`src/rtl/nes_pkg.sv`:
```
// Shared NES loader definitions: FSM states, rejection codes, image geometry
// and the iNES header rule table.
package nes_pkg;

  typedef enum logic [2:0] {IDLE, HDR, BODY, DONE, ERR} state_t;

  typedef enum logic [1:0] {
    EC_NONE   = 2'd0,
    EC_MAGIC  = 2'd1,
    EC_SIZE   = 2'd2,
    EC_MAPPER = 2'd3
  } err_code_t;

  localparam int unsigned IMAGE_BYTES_DEF = 'h6010;
  localparam int unsigned HDR_BYTES       = 16;
  localparam logic [31:0] INES_MAGIC      = 32'h4E45531A;

  // Rule for the header byte at position idx; positions 8 and up are unchecked.
  function automatic err_code_t hdr_check(input logic [14:0] idx, input logic [7:0] data);
    hdr_check = EC_NONE;
    case (idx)
      15'd0: if (data != INES_MAGIC[31:24]) hdr_check = EC_MAGIC;
      15'd1: if (data != INES_MAGIC[23:16]) hdr_check = EC_MAGIC;
      15'd2: if (data != INES_MAGIC[15:8])  hdr_check = EC_MAGIC;
      15'd3: if (data != INES_MAGIC[7:0])   hdr_check = EC_MAGIC;
      15'd4, 15'd5: if (data != 8'd1)       hdr_check = EC_SIZE;
      15'd6, 15'd7: if (data[7:4] != 4'd0)  hdr_check = EC_MAPPER;
      default: hdr_check = EC_NONE;
    endcase
  endfunction

endpackage

```
`src/rtl/rom_loader.sv`:
```
// Streams an iNES image into ROM, validating the 16-byte header on the fly.
module rom_loader
  import nes_pkg::*;
#(
  parameter int unsigned IMAGE_BYTES = IMAGE_BYTES_DEF
) (
  input  logic        ppu_clk,
  input  logic        rst,
  input  logic        start,
  input  logic        in_valid,
  input  logic [7:0]  in_data,
  output logic        in_ready,
  output logic        prog,
  output logic [15:0] prog_ab,
  output logic [7:0]  prog_di,
  output logic        busy,
  output logic        done,
  output logic        err,
  output logic [1:0]  err_code
);

  localparam logic [14:0] LAST_IDX = 15'(IMAGE_BYTES - 1);
  localparam logic [14:0] HDR_LAST = 15'(HDR_BYTES - 1);

  state_t      state;
  err_code_t   code_q;
  err_code_t   code_now;
  logic [14:0] idx;
  logic        accept;

  assign accept   = in_valid & in_ready;
  assign code_now = hdr_check(idx, in_data);
  assign err_code = code_q;

  always_ff @(posedge ppu_clk or negedge rst) begin
    if (!rst) begin
      state    <= IDLE;
      idx      <= '0;
      prog     <= 1'b0;
      prog_ab  <= '0;
      prog_di  <= '0;
      busy     <= 1'b0;
      done     <= 1'b0;
      err      <= 1'b0;
      code_q   <= EC_NONE;
      in_ready <= 1'b0;
    end else begin
      prog <= 1'b0;
      case (state)
        IDLE, DONE, ERR: begin
          if (start) begin
            idx      <= '0;
            done     <= 1'b0;
            err      <= 1'b0;
            code_q   <= EC_NONE;
            busy     <= 1'b1;
            in_ready <= 1'b1;
            state    <= HDR;
          end
        end
        HDR, BODY: begin
          if (accept) begin
            // Every accepted byte is written, including a rejected header byte.
            idx     <= idx + 15'd1;
            prog    <= 1'b1;
            prog_ab <= {1'b0, idx};
            prog_di <= in_data;
            if (state == HDR && code_now != EC_NONE) begin
              state    <= ERR;
              err      <= 1'b1;
              code_q   <= code_now;
              busy     <= 1'b0;
              in_ready <= 1'b0;
            end else if (idx == LAST_IDX) begin
              state    <= DONE;
              done     <= 1'b1;
              busy     <= 1'b0;
              in_ready <= 1'b0;
            end else if (state == HDR && idx == HDR_LAST) begin
              state <= BODY;
            end
          end
        end
        default: state <= IDLE;
      endcase
    end
  end

endmodule
```
`config.mk`:
```
export PLATFORM = sky130hd
export DESIGN_NAME = rom_loader
export DESIGN_NICKNAME = d
export VERILOG_FILES = /design/src/rtl/nes_pkg.sv /design/src/rtl/rom_loader.sv
export SDC_FILE = /design/constraint.sdc
export NUM_CORES = 1
export LEC_CHECK = 0
export CAP_MARGIN = 20
export CORE_MARGIN = 1
export CORE_UTILIZATION = 40
export CTS_CLUSTER_SIZE = 28
export DETAILED_ROUTE_END_ITERATION = 10
export PLACE_DENSITY = 0.63
export SYNTH_ARGS = -nofsm -noshare
export SYNTH_HDL_FRONTEND = slang
export SYNTH_SLANG_ARGS = --single-unit
```
`constraint.sdc`:
```
create_clock -name ppu_clk -period 3.2 [get_ports ppu_clk]
set_clock_uncertainty 0.15 [all_clocks]
set_input_delay 0.32 -clock ppu_clk [delete_from_list [all_inputs] [get_ports ppu_clk]]
set_output_delay 0.32 -clock ppu_clk [all_outputs]
set_load 0.03 [all_outputs]
```
==> impl_metrics.tcl <==
set metrics [dict create \
    syn_area_um2 2491 \
    p_sw_uw 596.7 \
    core_area_um2 5956 \
    start_kind "flip-flop" \
    drt-vias-per-instance 5.402 \
    cpMaxStageDelayCell "or4_4" \
    hold_depth 1 \
    grt_use_total 0.1780 \
    rows 28 \
    crit_path_max_fanout 8 \
    cts_inserted_buffers 5 \
    slew_violations 0 \
    wire_per_inst_um 14.82 \
    cts.sinks 47 \
    timing.final.crit_share 0.9190 \
    slew_headroom 0.5554 \
    ioPinCount 43 \
    cp.required_ns 3.24 \
    routed_wl_um 5231 \
    grt_max_degree 48 \
    cp_slowest_stage_delay_ns 0.59 \
    ys_ff_latch 47 \
    synth-compound-area-share 0.1281 \
    switching_share 0.3459 \
    h-tree-depth 2 \
    post_cts_buffers 0 \
    drc 0 \
    hold_slack_ns 0.3376 \
    die_area_um2 6547 \
    min-delay-start "prog_di[0]" \
    internal_power_mw 1.128 \
    vias 1907 \
    path_buf_inv 0 \
    grt_setup_unrepaired "no" \
    clockRootBuffer "clkbuf_8" \
    r2r-start "idx[2]" \
    reg2reg_slack_ns 0.26 \
    path_clk_slew_ns 0.09 \
    cp.depth 7 \
    cts_tree "done" \
    cp_top_family "simple AND/OR/NAND/NOR gates" \
    end_kind "flip-flop" \
    clockBufferDepth 2 \
    synthMuxAreaShare 0.1085 \
    drive_gt1_frac 0.1079 \
    ctsHoldBuffers 0 \
    yosys_warnings 0 \
    final_cell_mix "47 x dfrtp_1, 40 x clkdlybuf4s50_1, 23 x nor2_1, 16 x nand2_1, 15 x mux2_1" \
    synth-adder-area-share 0.02009 \
    antenna_cells 0 \
    whs_endpoint "prog_di[0]" \
    period_minus_slack_ns 2.941 \
    place.gp.congestion 0.7540 \
    pwr-share-clk 0.248 \
    path_cells "or4_4 > or4_4 > or3_1 > and3b_4 > a31oi_4 > o311ai_2 > a32o_1" \
    async_reset_ff_frac 1.000 \
    seq_area_frac_synth 0.4721 \
    ff2ff_path_depth 7 \
    antenna_found_initial 0 \
    die_w_um 80.92 \
    fp.dieH_um 80.92 \
    synth_edf_count 0 \
    setup_tns_ns 0 \
    finalCoreUtilization 0.5160 \
    synthCells 240 \
    drt_pass1_iterations 4 \
    ys.flop_type "dfrtp_1" \
    cap_violations 0 \
    finalNetCount 294 \
    p_comb_frac 0.321 \
    start_util 0.4183 \
    ir_drop_v 0.0002772 \
    ctsResizeCount 0 \
    drtIter0Drc 116 \
    arrival_ns 2.98 \
    hold_viol_final 0 \
    p_per_area_nw_per_um2 561.3 \
    synth-simple-area-share 0.1894 \
    grt_pass1_wl_um 8907 \
    syn_area_per_cell_um2 10.38 \
    syn_nets 256 \
    clock_latency_ns 0.30 \
    ys_types 53 \
    reg2reg_to "err_code[1]" \
    leakage_nw 1.319 \
    yosys.area_share.xor_xnor 0.03867 \
    port_buffers 41 \
    sequentialPowerShare 0.430 \
    crit_top_cell "or4_4" \
    grt_overflow 0 \
    worst_pin_slew_ns 0.6566 \
    synth_top_family_by_area "simple AND/OR/NAND/NOR gates" \
    syn2layout_area_growth_pct 23.36 \
    fmax_ghz 0.3401 \
    dp_hpwl_um 3782 \
    grt_pass1_vias 1818 \
    status "complete, no violations" \
    layout_commonest_cell "dfrtp_1" \
    path_class "reg -> reg" \
    min-delay-path-class "reg -> reg" \
    setup_viol 0 \
    postRouteAntennaNets 0 \
]
[routing by layer]
metal  up-vias  share of wire  track usage
met5         -              0            0
met3         6          0.029      0.03708
met4         0          0.011      0.04286
met2        27           0.48       0.2924
met1       939           0.48       0.2396
li1        935              -            -
[power groups by stage]
stage / sequential (mW) / combinational [mW] / clock (mW)
floorplan: 0.807 / 0.340 / 0
global placement: 0.751 / 0.547 / 0
detailed placement: 0.755 / 0.552 / 0
CTS: 0.742 / 0.555 / 0.442
global route: 0.756 / 0.608 / 0.470
finish: 0.742 / 0.555 / 0.429
[synthesized netlist by cell type (all sizes together) (2+ instances only)]
library cell | n | area share
or3 | 5 | 0.013
nor4 | 4 | 0.010
o31a | 3 | 0.011
clkbuf | 8 | 0.012
and3 | 7 | 0.018
xor2 | 9 | 0.032
and4 | 2 | 0.0070
or4 | 2 | 0.0090
nand4 | 8 | 0.020
dfrtp | 47 | 0.47
buf | 7 | 0.021
inv | 6 | 0.0090
xnor2 | 2 | 0.0070
nand2b | 2 | 0.0050
a21oi | 12 | 0.024
and2 | 2 | 0.0050
mux2 | 24 | 0.11
o21a | 2 | 0.0060
nor2 | 23 | 0.035
nand3 | 6 | 0.012
o21ai | 11 | 0.022
nand3b | 2 | 0.0060
nor3 | 5 | 0.012
nand2 | 16 | 0.024
o311ai | 2 | 0.010
ha | 4 | 0.020
[sequential cells by signal, summed over array words and instances (netlist names)]
name and count:
idx 15, prog_ab 15, prog_di 8, state 3, err_code 2, busy 1
done 1, err 1, prog 1
[kinds of logic after synthesis]
| family | count (synthesis) |
|---|---|
| other | 1 |
| adders and majority gates | 4 |
| xor gates and xnor gates | 11 |
| DFF | 47 |
| and+or+nand+nor | 88 |
| AOI/OAI and AO/OA | 44 |
| muxes | 24 |
| buffers and inverters | 21 |
[through the flow]
stage,setup slack (ns),power [mW],instances,instance area (um^2)
final,0.2594,1.725,353,3073
after global routing,0.06677,1.834,353,3073
after CTS,0.2739,1.738,351,3043
after detailed placement,0.2736,1.307,344,2937
after global placement,0.3450,1.298,344,2937
after floorplan,0.2992,1.147,240,2491
[worst max-delay path by stage]
stage                start          end
CTS                 idx[2]  err_code[1]
global route        idx[8]          err
global placement    idx[2]  err_code[1]
detailed placement  idx[2]  err_code[1]
finish              idx[2]  err_code[1]
floorplan           idx[2]  err_code[1]
[final cells by class]
type                    count  area, um^2
fillers                   554        2883
multi-input cells         172        1216
flip-flops and latches     47        1176
repair buffers             46       457.9
well taps                  75       93.84
clock buffers               5       68.82
clock inverters             2       37.54
inverters                   6       22.52
Power figures use the tool's default switching activity.
